--- src/rtl/mdl_pgcmp_if.sv ---
// Page-compare signal bundle: clock enable and page shift register serial stream in,
// loop position and compare status out.
interface mdl_pgcmp_if #(
  parameter int PG_WIDTH = 12
);
  logic                i_CLK2M_PCEN_n;
  logic                i_PGREG_SR_SHIFT;
  logic                i_PGREG_SR_LSB;
  logic                i_POS_ADV;
  logic                i_POS_CLR;
  logic [PG_WIDTH-1:0] o_POS;
  logic                o_POS_WRAP;
  logic                o_PGCMP_BUSY;
  logic                o_PGCMP_DONE;
  logic                o_PGCMP_MATCH;

  // Driver side: page register and bubble timing feed this block.
  modport master (
    output i_CLK2M_PCEN_n, i_PGREG_SR_SHIFT, i_PGREG_SR_LSB, i_POS_ADV, i_POS_CLR,
    input  o_POS, o_POS_WRAP, o_PGCMP_BUSY, o_PGCMP_DONE, o_PGCMP_MATCH
  );

  // Comparator side.
  modport slave (
    input  i_CLK2M_PCEN_n, i_PGREG_SR_SHIFT, i_PGREG_SR_LSB, i_POS_ADV, i_POS_CLR,
    output o_POS, o_POS_WRAP, o_PGCMP_BUSY, o_PGCMP_DONE, o_PGCMP_MATCH
  );
endinterface

--- src/rtl/mdl_pgcmp.sv ---
// Bubble-loop position counter plus bit-serial page comparator. The position is
// snapshotted when a page window starts and compared LSB first against the page
// shift register stream; MATCH/DONE tell the sequencer when to start the transfer.
// Every state update is gated by the 2 MHz clock enable; reset is synchronous.
module mdl_pgcmp #(
  parameter int PG_WIDTH = 12,
  parameter int LOOP_LEN = 2053
) (
  input  logic      i_MCLK,
  input  logic      i_SYS_RST,
  mdl_pgcmp_if.slave pg
);

  localparam int                  CNT_W    = $clog2(PG_WIDTH);
  localparam logic [CNT_W-1:0]    CNT_LAST = CNT_W'(PG_WIDTH - 1);
  localparam logic [PG_WIDTH-1:0] POS_LAST = PG_WIDTH'(LOOP_LEN - 1);
  localparam logic [PG_WIDTH-1:0] POS_ONE  = PG_WIDTH'(1);

  localparam logic [1:0] ST_IDLE   = 2'd0;
  localparam logic [1:0] ST_SHIFT  = 2'd1;
  localparam logic [1:0] ST_RESULT = 2'd2;

  logic                en;
  logic [PG_WIDTH-1:0] pos_q;
  logic                wrap_q;
  logic [1:0]          state_q;
  logic [CNT_W-1:0]    cnt_q;
  logic                mism_q;
  logic                done_q;
  logic                match_q;
  logic                shift_prev_q;
  logic [PG_WIDTH-1:0] snap_q;
  logic                start;

  assign en = ~pg.i_CLK2M_PCEN_n;

  // A window only opens on a rising SHIFT: a stream that stays high past its
  // last bit must not be taken as the start of a second page.
  assign start = (state_q == ST_IDLE) && pg.i_PGREG_SR_SHIFT && !shift_prev_q;

  // Loop position: clear wins over advance; wrap pulse lasts one enable period.
  always_ff @(posedge i_MCLK) begin
    // NOTE: sequential state uses non-blocking assignments so every register
    // samples pre-edge values regardless of statement order.
    if (i_SYS_RST) begin
      pos_q  <= '0;
      wrap_q <= 1'b0;
    end else if (en) begin
      wrap_q <= 1'b0;
      if (pg.i_POS_CLR) begin
        pos_q <= '0;
      end else if (pg.i_POS_ADV) begin
        if (pos_q == POS_LAST) begin
          pos_q  <= '0;
          wrap_q <= 1'b1;
        end else begin
          pos_q <= pos_q + POS_ONE;
        end
      end
    end
  end

  // Position snapshot taken as a window opens; the compare never sees later moves.
  always_ff @(posedge i_MCLK) begin
    // NOTE: the snapshot has no reset; it is written on window start before any read.
    if (en && start) begin
      snap_q <= pos_q;
    end
  end

  // Compare FSM: IDLE -> SHIFT (PG_WIDTH bits) -> RESULT (one enable) -> IDLE.
  always_ff @(posedge i_MCLK) begin
    if (i_SYS_RST) begin
      state_q      <= ST_IDLE;
      cnt_q        <= '0;
      mism_q       <= 1'b0;
      done_q       <= 1'b0;
      match_q      <= 1'b0;
      shift_prev_q <= 1'b0;
    end else if (en) begin
      done_q       <= 1'b0;
      shift_prev_q <= pg.i_PGREG_SR_SHIFT;
      case (state_q)
        ST_IDLE: begin
          if (start) begin
            mism_q  <= pg.i_PGREG_SR_LSB ^ pos_q[0];
            cnt_q   <= CNT_W'(1);
            state_q <= ST_SHIFT;
          end
        end
        ST_SHIFT: begin
          if (!pg.i_PGREG_SR_SHIFT) begin
            // Window broken off early: drop it, keep the last reported result.
            cnt_q   <= '0;
            state_q <= ST_IDLE;
          end else begin
            mism_q <= mism_q | (pg.i_PGREG_SR_LSB ^ snap_q[cnt_q]);
            if (cnt_q == CNT_LAST) begin
              cnt_q   <= '0;
              state_q <= ST_RESULT;
            end else begin
              cnt_q <= cnt_q + CNT_W'(1);
            end
          end
        end
        ST_RESULT: begin
          done_q  <= 1'b1;
          match_q <= ~mism_q;
          state_q <= ST_IDLE;
        end
        default: begin
          state_q <= ST_IDLE;
        end
      endcase
    end
  end

  assign pg.o_POS         = pos_q;
  assign pg.o_POS_WRAP    = wrap_q;
  assign pg.o_PGCMP_BUSY  = (state_q != ST_IDLE);
  assign pg.o_PGCMP_DONE  = done_q;
  assign pg.o_PGCMP_MATCH = match_q;

endmodule

--- src/flat_wrapper.sv ---
// flat-port wrapper written by rule: the top's interface ports become plain ports
module mdl_pgcmp_flat 
#(
  parameter int PG_WIDTH = 12,
  parameter int LOOP_LEN = 2053
)
  (i_MCLK, i_SYS_RST, pg_i_CLK2M_PCEN_n, pg_i_PGREG_SR_SHIFT, pg_i_PGREG_SR_LSB, pg_i_POS_ADV, pg_i_POS_CLR, pg_o_POS, pg_o_POS_WRAP, pg_o_PGCMP_BUSY, pg_o_PGCMP_DONE, pg_o_PGCMP_MATCH);
  mdl_pgcmp_if #(.PG_WIDTH(PG_WIDTH)) pg_i ();
  input  logic i_MCLK;
  input  logic i_SYS_RST;
  input wire logic [$bits(pg_i.i_CLK2M_PCEN_n)-1:0] pg_i_CLK2M_PCEN_n;
  input wire logic [$bits(pg_i.i_PGREG_SR_SHIFT)-1:0] pg_i_PGREG_SR_SHIFT;
  input wire logic [$bits(pg_i.i_PGREG_SR_LSB)-1:0] pg_i_PGREG_SR_LSB;
  input wire logic [$bits(pg_i.i_POS_ADV)-1:0] pg_i_POS_ADV;
  input wire logic [$bits(pg_i.i_POS_CLR)-1:0] pg_i_POS_CLR;
  output wire logic [$bits(pg_i.o_POS)-1:0] pg_o_POS;
  output wire logic [$bits(pg_i.o_POS_WRAP)-1:0] pg_o_POS_WRAP;
  output wire logic [$bits(pg_i.o_PGCMP_BUSY)-1:0] pg_o_PGCMP_BUSY;
  output wire logic [$bits(pg_i.o_PGCMP_DONE)-1:0] pg_o_PGCMP_DONE;
  output wire logic [$bits(pg_i.o_PGCMP_MATCH)-1:0] pg_o_PGCMP_MATCH;
  assign pg_i.i_CLK2M_PCEN_n = pg_i_CLK2M_PCEN_n;
  assign pg_i.i_PGREG_SR_SHIFT = pg_i_PGREG_SR_SHIFT;
  assign pg_i.i_PGREG_SR_LSB = pg_i_PGREG_SR_LSB;
  assign pg_i.i_POS_ADV = pg_i_POS_ADV;
  assign pg_i.i_POS_CLR = pg_i_POS_CLR;
  assign pg_o_POS = pg_i.o_POS;
  assign pg_o_POS_WRAP = pg_i.o_POS_WRAP;
  assign pg_o_PGCMP_BUSY = pg_i.o_PGCMP_BUSY;
  assign pg_o_PGCMP_DONE = pg_i.o_PGCMP_DONE;
  assign pg_o_PGCMP_MATCH = pg_i.o_PGCMP_MATCH;
  mdl_pgcmp #(.PG_WIDTH(PG_WIDTH), .LOOP_LEN(LOOP_LEN)) u_core (.i_MCLK(i_MCLK), .i_SYS_RST(i_SYS_RST), .pg(pg_i));
endmodule
--- config.mk ---
export PLATFORM = sky130hd
export DESIGN_NAME = mdl_pgcmp_flat
export DESIGN_NICKNAME = d
export VERILOG_FILES = /design/src/rtl/mdl_pgcmp_if.sv /design/src/rtl/mdl_pgcmp.sv /design/src/flat_wrapper.sv
export SDC_FILE = /design/constraint.sdc
export NUM_CORES = 1
export LEC_CHECK = 0
export ABC_AREA = 1
export BUFFER_PORTS_ARGS = -buffer_cell sky130_fd_sc_hd__buf_4
export CAP_MARGIN = 15
export CORE_ASPECT_RATIO = 1.2
export CORE_UTILIZATION = 55
export CTS_BUF_LIST = sky130_fd_sc_hd__clkbuf_8
export DETAILED_ROUTE_END_ITERATION = 8
export GPL_TIMING_DRIVEN = 0
export PLACE_DENSITY_LB_ADDON = 0.15
export SLEW_MARGIN = 10
export SYNTH_ARGS = -nofsm -noshare
export SYNTH_HDL_FRONTEND = slang
export SYNTH_SLANG_ARGS = --single-unit
--- constraint.sdc ---
create_clock -name i_MCLK -period 2.6 [get_ports i_MCLK]
set_input_delay 0 -clock i_MCLK [delete_from_list [all_inputs] [get_ports i_MCLK]]
set_output_delay 0 -clock i_MCLK [all_outputs]
set_load 0.02 [all_outputs]
Yosys cells after proc, flatten, opt, wreduce, memory -nomap -nowiden

Cells that the tools add are included.

Register bits after elaboration: 35
Word-level logic and storage cells: 57

Add/subtract/negate cells: 2
Magnitude comparators: 1
Eq/ne operators: 7
Mux-type cells: 20
Bitwise gates (word level): 5
Reduce and logical (&&, ||, !) cells: 13

Operators by type and width:

| kind                    | number |
|---|---|
| $mux W12                | 3 |
| $add A12 B1 Y12 const B | 1 |
| $eq A12 B12 Y1 const B  | 1 |
| $mux W4                 | 3 |
| $pmux W4 S2             | 1 |
| $mux W1                 | 7 |
| $mux W2                 | 3 |
| $reduce_and A3 Y1       | 2 |
| $reduce_bool A2 Y1      | 3 |
| $lt A4 B5 Y1 const B    | 1 |
| $add A4 B1 Y4 const B   | 1 |
| $bmux W1 S4             | 1 |
| $eq A4 B4 Y1 const B    | 1 |
| $pmux W2 S2             | 1 |
| $reduce_and A2 Y1       | 2 |
| $reduce_and A4 Y1       | 1 |
| $logic_and A1 B1 Y1     | 3 |
| $ne A3 B2 Y1 const B    | 1 |
| $eq A2 B1 Y1 const B    | 1 |
| $eq A2 B2 Y1 const B    | 1 |
| $logic_not A2 Y1        | 1 |
| $ne A2 B1 Y1 const B    | 1 |
| $ne A2 B2 Y1 const B    | 1 |
| $not A1 Y1              | 2 |
| other kinds (4)         | 5 |

Depth between registers and ports, before layout

Gate-level depths: netlist of the first run.

Word-level depth: 6
Depth in mapped cells: 11
Depth with buffers taken out: 10

Least setup slack after synthesis of the first run

Ideal clock, no wire load.

Kind: register to register
Start: reg u_core.state_q[1]
End: reg u_core.snap_q[0], enable pin
Data arrival time: 1,913 ps
Required time: 2,183 ps
Setup slack: 271 ps
Stages on the path, launching flop included: 4
Path buffers: 0
Clock period less this slack: 2,329 ps
Cells stage by stage: dfxtp_1 > nor2_1 > inv_1 > nor4_1

Longest elaborated chain between the ends: 4

RTL lines:

| element                          | line            | source |
|---|---|---|
| from (decl)                      | mdl_pgcmp.sv:26 | `logic [1:0] state_q;` |
| from (signal assigned)           | mdl_pgcmp.sv:74 | `state_q <= ST_IDLE;` |
| from (signal assigned)           | mdl_pgcmp.sv:88 | `state_q <= ST_SHIFT;` |
| from (signal assigned)           | mdl_pgcmp.sv:95 | `state_q <= ST_IDLE;` |
| $logic_not A2 Y1                 | mdl_pgcmp.sv:39 | `assign start = (state_q == ST_IDLE) && pg.i_PGREG_SR_SHIFT && !shift_prev_q;` |
| $logic_and A1 B1 Y1 (2 in a row) | mdl_pgcmp.sv:39 |  |
| $logic_and A1 B1 Y1              | mdl_pgcmp.sv:66 | `if (en && start) begin` |
| to (signal assigned)             | mdl_pgcmp.sv:67 | `snap_q <= pos_q;` |
| to (decl)                        | mdl_pgcmp.sv:32 | `logic [PG_WIDTH-1:0] snap_q;` |

Every way passes these cells.
A chain may end at the register's enable or synchronous reset.

Worst setup path in the final report of the first run

Start: reg u_core.pos_q[0] (netlist: u_core.pg.o_POS[0])
End: reg u_core.pos_q[10] (netlist: u_core.pg.o_POS[10])

Longest elaborated chain between the ends: 4

RTL lines:

| element                                                  | line                             | source |
|---|---|---|
| from (decl)                                              | mdl_pgcmp.sv:24                  | `logic [PG_WIDTH-1:0] pos_q;` |
| from (signal assigned)                                   | mdl_pgcmp.sv:57                  | `pos_q <= pos_q + POS_ONE;` |
| $add A12 B1 Y12 / $eq A12 B12 Y1 (equally long branches) | mdl_pgcmp.sv:57, mdl_pgcmp.sv:53 |  |
| $mux W12 (*)                                             | mdl_pgcmp.sv:53                  | `if (pos_q == POS_LAST) begin` |
| $mux W12 (*)                                             | mdl_pgcmp.sv:52                  | `end else if (pg.i_POS_ADV) begin` |
| $mux W12 (*)                                             | mdl_pgcmp.sv:50                  | `if (pg.i_POS_CLR) begin` |

Every way passes the cells marked *; elsewhere a longest branch is shown, timed or not. The select of a mux whose other input is x is not followed.

==> summary.md, run 1 <==
| Metric | Value |
|---|---|
| Post-Layout Cell Count | `268` |
| First-pass DRT Iterations | `4` |
| CTS Buf Count | `5` |
| PwrDens | `545 nW/µm²` |
| HP Class | `input port to flip-flop` |
| Antenna Cells | `0` |
| Leak | `0.851 nW` |
| Normalized max-slew margin | `0.603` |
| Most common cell in the netlist | `nand2_1` |
| RSZ-0062 raised after global routing | `no` |
| Net switching power | `0.278 mW` |
| Maximum clock path buffer count | `2` |
| Top cells by area, synth | `dfxtp_1, edfxtp_1, nand2_1` |
| Final ANT Viol Nets | `0` |
| Post-DR vias/cell | `5.22` |
| Placed cell areas | `1910 µm²` |
| Max Slew Vio Count | `0` |
| CTS sink cnt | `35` |
| EDFF count, synth | `12` |
| Post-synthesis sequential area ratio | `0.485` |
| Dpl cells | `259` |
| Pin count of the biggest net entering global routing | `11` |
| TritonCTS clock tree | `built` |
| Vias | `1,398` |
| Setup violators final | `0` |
| Metal-1 WL | `1.46 mm` |
| CP endpoint kind | `flip-flop` |
| Outcome | `complete, no violations` |
| Clock transition at the registers of the reported paths | `0.07 ns` |
| Global Route Usage Sum | `0.226` |
| Combinational power share | `0.124` |
| H-Tree Depth | `2` |
| Worst vdd ir | `0.485 mV` |
| Die height | `62.8 µm` |
| R2R cell count | `9` |
| Area delta synth->final | `18.5%` |
| Sw Share | `0.255` |
| Die X | `52.6 µm` |
| Gpl congestion | `0.800` |
| Clock Tree Root | `clkbuf_8` |
| Global-route wire length before repair | `5.54 mm` |
| GRT overflow | `0` |
| Post-DP HPWL | `2.51 mm` |
| Synth async-reset ratio | `0` |
| Crit path DAT | `1.94 ns` |
| DR WL met3 | `78 µm` |
| Post-CTS Setup Repair Bufs | `0` |
| Final-report hold violation count | `0` |
| Core box area | `2860 µm²` |
| Required time worst endpoint | `2.77 ns` |
| Int Pwr | `0.814 mW` |
| Crit Path Category | `flip-flop to flip-flop` |
| Mean Syn Cell Area | `8.37 µm²` |
| Max-cap violations | `0` |
| Yosys reg bits | `35` |
| Highest Signal Layer | `met4` |
| Initial core utilization | `0.591` |
| Worst skew pair latency | `0.28 ns` |
| FMAX | `565 MHz` |
| Syn Nets | `212` |
| Met2 routed WL | `1.76 mm` |
| Clock skew | `0.00613 ns` |
| Number of cells on the worst hold path | `3` |
| Final Cycle Share | `0.681` |
| IO buf count | `22` |
| Vias in the first global route | `1,328` |
| Synth top cells by count | `nand2_1, inv_1, nor2_1` |
| DRC Markers | `0` |
| Crit path launch type | `flip-flop` |
| Worst hold slack | `0.0167 ns` |
| Die Area | `3300 µm²` |
| Fin area | `2000 µm²` |
| Initial DRC Count | `30` |
| Routed WL | `3.33 mm` |
| Crit Path Max Fanout | `10` |
| Synth Instances | `202` |
| WL/cell | `12.4 µm` |
| Clk pwr share | `0.328` |
| Seq pwr share | `0.548` |
| Layout cells sized above 1 | `0.239` |
| Nets | `243` |
| Io pins | `23` |
| Netlist cell types | `32` |
| Synth top area share | `0.272` |
| Netlist Area Pre-Place | `1690 µm²` |
| # rows | `21` |
| Cell taking the most area after synthesis | `dfxtp_1` |
| Number of synthesis warnings | `0` |
| Min Clock Period, post-route | `1.77 ns` |
| Initial antenna violation count | `0` |
| Worst-Margin Slew | `0.590 ns` |
| Post-synth top flop | `dfxtp_1` |
[cell type report]
cell class                      count  area, µm²
Buffer                              2       16.3
Clock buffer                        5       68.8
Clock inverter                      3       12.5
Fill cell                         243        860
Inverter                           33        124
Multi-Input combinational cell    132        737
Sequential cell                    35        821
Tap cell                           34       42.5
Timing Repair Buffer               24        183
[cell families (layout without fill, tap and decap cells)]
family	Yosys count	in the layout	share of synthesized area
compound gates	37	37	0.135
xor+xnor	2	2	0.0104
fa+ha+maj	3	3	0.0222
buf+inv	35	67	0.0828
flops	35	35	0.485
simple gates	90	90	0.264
[cells in the final DEF, fill, tap and decap left out, types with 2 or more instances in the layout]
cell,count
a211oi_1,2
a21oi_1,14
a21oi_2,2
a31oi_1,2
buf_4,23
clkbuf_8,5
dfxtp_1,23
edfxtp_1,12
ha_1,3
inv_1,27
inv_2,8
nand2_1,30
nand2_2,2
nand3_1,10
nand4_1,4
nor2_1,24
nor2_2,3
nor2_4,2
nor3_1,5
nor3_2,2
nor3b_1,4
o21a_1,3
o21ai_0,8
o21ai_1,2
o21ai_2,2
xor2_1,2
[state kept, by name (all words and copies together) (netlist names)]
| register | count |
|---|---|
| u_core.pg.o_PGCMP_MATCH | 1 |
| u_core.cnt_q | 4 |
| u_core.pg.o_POS_WRAP | 1 |
| u_core.pg.o_PGCMP_DONE | 1 |
| u_core.snap_q | 12 |
| u_core.state_q | 2 |
| u_core.mism_q | 1 |
| u_core.shift_prev_q | 1 |
| u_core.pg.o_POS | 12 |
[metal layers]
layer / up-vias / GRT usage
met5: - / 0
met4: 0 / 0.0757
met3: 2 / 0.0608
met2: 17 / 0.381
met1: 652 / 0.270
li1: 727 / -
[worst paths after layout]
| kind | from | end | slack, ns |
|---|---|---|---|
| worst max-delay path | u_core.pg.o_POS[0] | u_core.pg.o_POS[10] | 0.83 |
| worst min-delay path | pg_i_CLK2M_PCEN_n | u_core.pg.o_POS_WRAP | 0.02 |
| worst max register to register | u_core.pg.o_POS[0] | u_core.pg.o_POS[10] | 0.83 |
| worst min register to register | u_core.pg.o_POS_WRAP | u_core.pg.o_POS_WRAP | 0.46 |
[worst max-delay path, stage by stage, from the launching register on]
cell and delay, ns:
dfxtp_1 0.38, inv_1 0.13, ha_1 0.18, nand3_2 0.08, nor3_2 0.25, nor2_1 0.11, o21ai_2 0.19, buf_6 0.18
a21oi_2 0.04, o21a_1 0.10
[power by group through the flow]
stage,clock network (mW),logic (mW),registers (mW)
4_1_cts,0.367,0.136,0.598
5_1_grt,0.391,0.152,0.600
3_5_place_dp,0,0.134,0.611
3_3_place_gp,0,0.127,0.610
6_report,0.358,0.135,0.598
2_1_floorplan,0,0.0882,0.611
[per-stage QoR]
| stage | power [mW] | setup slack [ns] | util | TNS, ns |
|---|---|---|---|---|
| after global placement | 0.737 | -0.0797 | 0.663 | -0.951 |
| final | 1.09 | 0.830 | 0.700 | 0 |
| after global routing | 1.14 | 0.701 | 0.700 | 0 |
| after floorplan | 0.699 | 0.271 | - | 0 |
| after detailed placement | 0.744 | 0.821 | 0.668 | 0 |
| after CTS | 1.10 | 0.809 | 0.700 | 0 |
[what timing repair did]
item	in CTS	in global routing
resized for setup	0	0
endpoints found under the hold margin	6	0
hold buffers	1	0
(Power assumes the default switching activity.)
==> run 2, diff against run 1 <==
Settings changed: ABC_AREA 1 to 0, CORE_UTILIZATION 55 to 53.
Clock period 2.6 ns to 1.5 ns, I/O delays scaled along.
==> run 2 against run 1 <==
Effect of this change: via count up 5.4%; setup slack worse by 1.0 ns; sequential share of layout area down 4.1 points; global-route usage up 5.3 points; critical endpoint is now u_core.mism_q; highest routed layer unchanged; the run now ends with negative setup slack left; combinational power up 62%; core utilization up 9.9 points.
==> summary.md, run 2 <==
| Metric | Value |
|---|---|
| Outcome | `finished with violations` |
| Failing checks | `negative setup slack` |
| Pin count of the biggest net entering global routing | `14` |
| Initial core utilization | `0.575` |
| Most common cell in the netlist | `dfxtp_1` |
| Nets | `218` |
| Final setup TNS | `-0.672 ns` |
| WL/cell | `18.2 µm` |
| Post-DP HPWL | `2.54 mm` |
| Reg2reg start | `u_core.state_q[1]` |
| Seq pwr share | `0.529` |
| Area delta synth->final | `38.8%` |
| Mean Syn Cell Area | `10.0 µm²` |
| Cell chain of the critical path | `or3b_4 -> a211o_1 -> or4_1 -> nor2_1` |
| EDFF count, synth | `12` |
| Gpl congestion | `0.848` |
| Required time worst endpoint | `1.73 ns` |
| Final-report hold violation count | `0` |
| Post-synthesis sequential area ratio | `0.498` |
| Crit Reg-Reg Endpoint | `u_core.mism_q` |
| Slack of the critical path | `-0.194 ns` |
| Io pins | `23` |
| Worst R2R Setup Slack | `-0.19 ns` |
| Combinational power share | `0.115` |
| CTS Buf Count | `5` |
| Syn Nets | `174` |
| First-pass DRT Iterations | `4` |
| Worst-Margin Slew | `0.511 ns` |
| Net switching power | `0.491 mW` |
| Sw Share | `0.257` |
| Worst skew pair latency | `0.29 ns` |
| Synth top cells by count | `dfxtp_1, nor2_1, nand2_1` |
| Final Cycle Share | `1.13` |
| Hold Startpoint | `pg_i_PGREG_SR_SHIFT` |
| Max-cap violations | `0` |
| Die height | `63.1 µm` |
| Synth Instances | `164` |
| Clock transition at the registers of the reported paths | `0.07 ns` |
| Clock Tree Root | `clkbuf_8` |
| Final ANT Viol Nets | `0` |
| Commonest non-fill, non-tap cells in the layout | `buf_4, nand2_1, dfxtp_1` |
| Post-DR vias/cell | `6.07` |
| Maximum clock path buffer count | `2` |
| Cell taking the most area after synthesis | `dfxtp_1` |
| CTS sink cnt | `35` |
| Setup violators final | `13` |
| Die X | `52.9 µm` |
| Synth top area share | `0.279` |
| Global Route Usage Sum | `0.279` |
| Netlist Area Pre-Place | `1650 µm²` |
| Number of synthesis warnings | `0` |
| Core box area | `2860 µm²` |
| Crit Path Category | `flip-flop to flip-flop` |
| Crit path launch type | `flip-flop` |
| Yosys reg bits | `35` |
| Pre-CTS setup slack | `-0.223 ns` |
| DRC Markers | `0` |
| Synth async-reset ratio | `0` |
| CP endpoint kind | `flip-flop` |
| Vias in the first global route | `1,448` |
| Int Pwr | `1.42 mW` |
| Vias | `1,474` |
| Most common cell after layout, fill and taps aside | `buf_4` |
| Crit path DAT | `1.93 ns` |
| RSZ-0062 raised after global routing | `yes` |
| Clk pwr share | `0.356` |
| # rows | `21` |
| Number of cells on the worst hold path | `3` |
| Routed WL | `4.42 mm` |
| Worst vdd ir | `0.848 mV` |
| Layout cells sized above 1 | `0.440` |
| Hold Path End | `u_core.shift_prev_q` |
| Leak | `0.825 nW` |
| PwrDens | `835 nW/µm²` |
| Slowest cell on crit path | `or4_1` |
| Clock skew | `0.00359 ns` |
| R2R cell count | `4` |
| Die Area | `3340 µm²` |
| H-Tree Depth | `2` |
| Normalized max-slew margin | `0.656` |
| GRT overflow | `0` |
| Crit Path Max Fanout | `4` |
| Post-synth top flop | `dfxtp_1` |
| Global-route wire length before repair | `6.71 mm` |
| HP Class | `input port to flip-flop` |
| TritonCTS clock tree | `built` |
| Initial antenna violation count | `0` |
| Max Slew Vio Count | `0` |
| Worst hold slack | `0.0239 ns` |
| Antenna Cells | `0` |
| Initial DRC Count | `77` |
| Worst stage delay on the critical path | `0.50 ns` |
| Netlist cell types | `40` |
| Top cells by area, synth | `dfxtp_1, edfxtp_1, xor2_1` |
| Min Clock Period, post-route | `1.69 ns` |
| IO buf count | `22` |
| FMAX | `590 MHz` |
[run 2: timing repair]
action | 4_1_cts | 5_1_grt
resized for setup | 14 | 34
pin swaps | 5 | 11
hold buffers | 1 | 0
gates cloned | 1 | 0
hold endpoints to repair | 1 | 0
endpoints found under the setup margin | 25 | 14
buffers inserted | 11 | 2
[run 2: worst max-delay path by stage]
stage | start | slack [ns] | cells after the start | endpoint
final | u_core.state_q[1] | -0.19 | 4 | u_core.mism_q
after global routing | u_core.state_q[1] | -0.21 | 4 | u_core.mism_q
after CTS | u_core.state_q[1] | -0.16 | 4 | u_core.mism_q
after floorplan | u_core.cnt_q[0] | -0.11 | 4 | u_core.mism_q
after global placement | u_core.cnt_q[1] | -0.20 | 4 | u_core.mism_q
after detailed placement | u_core.cnt_q[0] | -0.22 | 4 | u_core.mism_q
[run 2: per-layer routing]
layer	wire length [µm]	vias to the layer above	GRT usage
met4	109	0	0.145
met5	0	-	0
met2	2360	59	0.465
li1	-	689	-
met1	1770	715	0.328
met3	179	11	0.0531
[run 2: area by class of cell]
type,instances,area [µm²]
Multi-Input combinational cell,116,942
Tap cell,34,42.5
Inverter,8,35.0
Timing Repair Buffer,37,304
Buffer,5,31.3
Sequential cell,35,843
Clock buffer,5,68.8
Clock inverter,3,20.0
Fill cell,172,577
[run 2: stage by stage]
step                      utilization  std cells  power, mW  instance area, µm²
after global routing            0.799        243       1.97                2290
after global placement          0.663        220       1.18                1900
final                           0.799        243       1.91                2290
after detailed placement        0.663        220       1.18                1900
after CTS                       0.752        241       1.88                2150
after floorplan                     -        164       1.13                1690
[run 2: logic make-up after synthesis]
group | synth area share
flip-flops | 0.498
buffers and inverters | 0.0296
adder cells (fa/ha/maj) | 0.0228
XOR/XNOR | 0.0425
multiplexers | 0.0600
AND/OR/NAND/NOR | 0.232
AO/OA/AOI/OAI | 0.115
[run 2: worst max-delay path: cells and delay by family, from the launching register on]
family / cells / cell delay [ns]
simple gates: 3 / 1.01
flops: 1 / 0.35
compound gates: 1 / 0.28
[run 2: power groups by stage]
stage	Sequential [mW]	Combinational (mW)	Clock [mW]
floorplan	1.03	0.0951	0
global placement	1.04	0.143	0
detailed placement	1.04	0.146	0
CTS	1.01	0.190	0.683
global route	1.01	0.233	0.728
finish	1.01	0.219	0.680
==> run 3, diff against run 2 <==
Clock period 1.5 ns to 1.49 ns, I/O delays scaled along.
==> run 3 against run 2 <==
Effect of this change: the run still ends with negative setup slack left; count of clock-buffer cells in the layout unchanged; sequential power hardly changed; hold slack about the same; final area fell by 0.71%; clock power grew 0.7%; highest routed layer unchanged; total power increased by 0.63%; combinational power about the same.
==> summary.md, run 3 (synthesized netlist as in run 2, its figures left out) <==
| Metric | Value |
|---|---|
| Post-DR vias/cell | `6.16` |
| First-pass DRT Iterations | `4` |
| Final ANT Viol Nets | `0` |
| Crit path DAT | `1.92 ns` |
| Min Clock Period, post-route | `1.69 ns` |
| Pin count of the biggest net entering global routing | `14` |
| Gpl congestion | `0.848` |
| Initial DRC Count | `53` |
| # rows | `21` |
| DRC Markers | `0` |
| FMAX | `591 MHz` |
| Crit path launch type | `flip-flop` |
| IO buf count | `22` |
| Layout cells sized above 1 | `0.433` |
| Vias | `1,490` |
| Routed WL | `4.51 mm` |
| Outcome | `finished with violations` |
| Die Area | `3340 µm²` |
| Global-route wire length before repair | `6.72 mm` |
| CTS sink cnt | `35` |
| Global Route Usage Sum | `0.279` |
| Commonest non-fill, non-tap cells in the layout | `buf_4, nand2_1, dfxtp_1` |
| RSZ-0062 raised after global routing | `yes` |
| Post-DP HPWL | `2.54 mm` |
| Max Slew Vio Count | `0` |
| HP Class | `input port to flip-flop` |
| Required time worst endpoint | `1.72 ns` |
| Slack of the critical path | `-0.201 ns` |
| Crit Path Max Fanout | `4` |
| H-Tree Depth | `2` |
| TritonCTS clock tree | `built` |
| Failing checks | `negative setup slack` |
| Layout Utilization | `0.793` |
| Max-cap violations | `0` |
| Worst skew pair latency | `0.29 ns` |
| Final-report hold violation count | `0` |
| CTS Buf Count | `5` |
| Clock transition at the registers of the reported paths | `0.07 ns` |
| Area delta synth->final | `37.8%` |
| Core box area | `2860 µm²` |
| GRT overflow | `0` |
| Worst hold slack | `0.0234 ns` |
| Nets | `217` |
| Final Cycle Share | `1.13` |
| Crit Path Category | `flip-flop to flip-flop` |
| Normalized max-slew margin | `0.651` |
| WL/cell | `18.6 µm` |
| Initial core utilization | `0.575` |
| Maximum clock path buffer count | `2` |
| Worst-Margin Slew | `0.524 ns` |
| Leak | `0.821 nW` |
| PwrDens | `846 nW/µm²` |
| Final setup TNS | `-1.51 ns` |
| Clock Tree Root | `clkbuf_8` |
| Vias in the first global route | `1,442` |
| Initial antenna violation count | `0` |
| Die X | `52.9 µm` |
| CP endpoint kind | `flip-flop` |
| Die height | `63.1 µm` |
| Worst vdd ir | `0.779 mV` |
| Most common cell after layout, fill and taps aside | `buf_4` |
| Io pins | `23` |
| Tot Pwr | `1.92 mW` |
| Clock skew | `0.00428 ns` |
| Antenna Cells | `0` |
| Setup violators final | `13` |
run 3: metal layers:
layer	GRT usage	wire length, µm	vias to the layer above
met4	0.141	139	0
li1	-	-	686
met2	0.464	2400	61
met3	0.0531	215	15
met1	0.332	1750	728
met5	0	0	-
run 3: where the power goes:
part           total (mW)  internal, mW  switching [mW]
clock               0.685         0.325           0.360
combinational       0.220         0.102           0.118
sequential           1.02          1.00          0.0159
total                1.92          1.43           0.494
run 3: final cells by class:
class                   instances  area (µm²)
flip-flops and latches         35         842
clock inverters                 3        20.0
well taps                      34        42.5
fillers                       179         593
clock buffers                   5        68.8
plain buffers                   5        31.3
inverters                       8        35.0
multi-input cells             116         931
repair buffers                 36         300
run 3: timing repair:
item,4_1_cts,5_1_grt
pin swaps,5,13
hold endpoints to repair,1,0
gates cloned,1,0
resized for setup,17,30
setup endpoints to repair,25,15
setup buffers,11,2
hold buffers,1,0
run 3: critical path, cell delays in order (launching register included):
cell and delay, ns:
dfxtp_4 0.35, or3b_4 0.41, a211o_1 0.28, or4_1 0.50, nor2_1 0.10
run 3: final timing paths:
path | start | end | slack (ns) | cells past startpoint
worst max-delay path | u_core.state_q[1] | u_core.mism_q | -0.20 | 4
worst min-delay path | pg_i_PGREG_SR_SHIFT | u_core.shift_prev_q | 0.02 | 3
worst max register to register | u_core.state_q[1] | u_core.mism_q | -0.20 | 4
worst min register to register | u_core.pg.o_POS_WRAP | u_core.pg.o_POS_WRAP | 0.47 | 2
run 3: stage by stage:
| step | setup WS [ns] | instances | instance area [µm²] |
|---|---|---|---|
| 6_report | -0.201 | 242 | 2270 |
| 5_1_grt | -0.220 | 242 | 2270 |
| 4_1_cts | -0.172 | 241 | 2160 |
| 3_5_place_dp | -0.233 | 220 | 1900 |
| 3_3_place_gp | -0.210 | 220 | 1900 |
| 2_1_floorplan | -0.123 | 164 | 1690 |
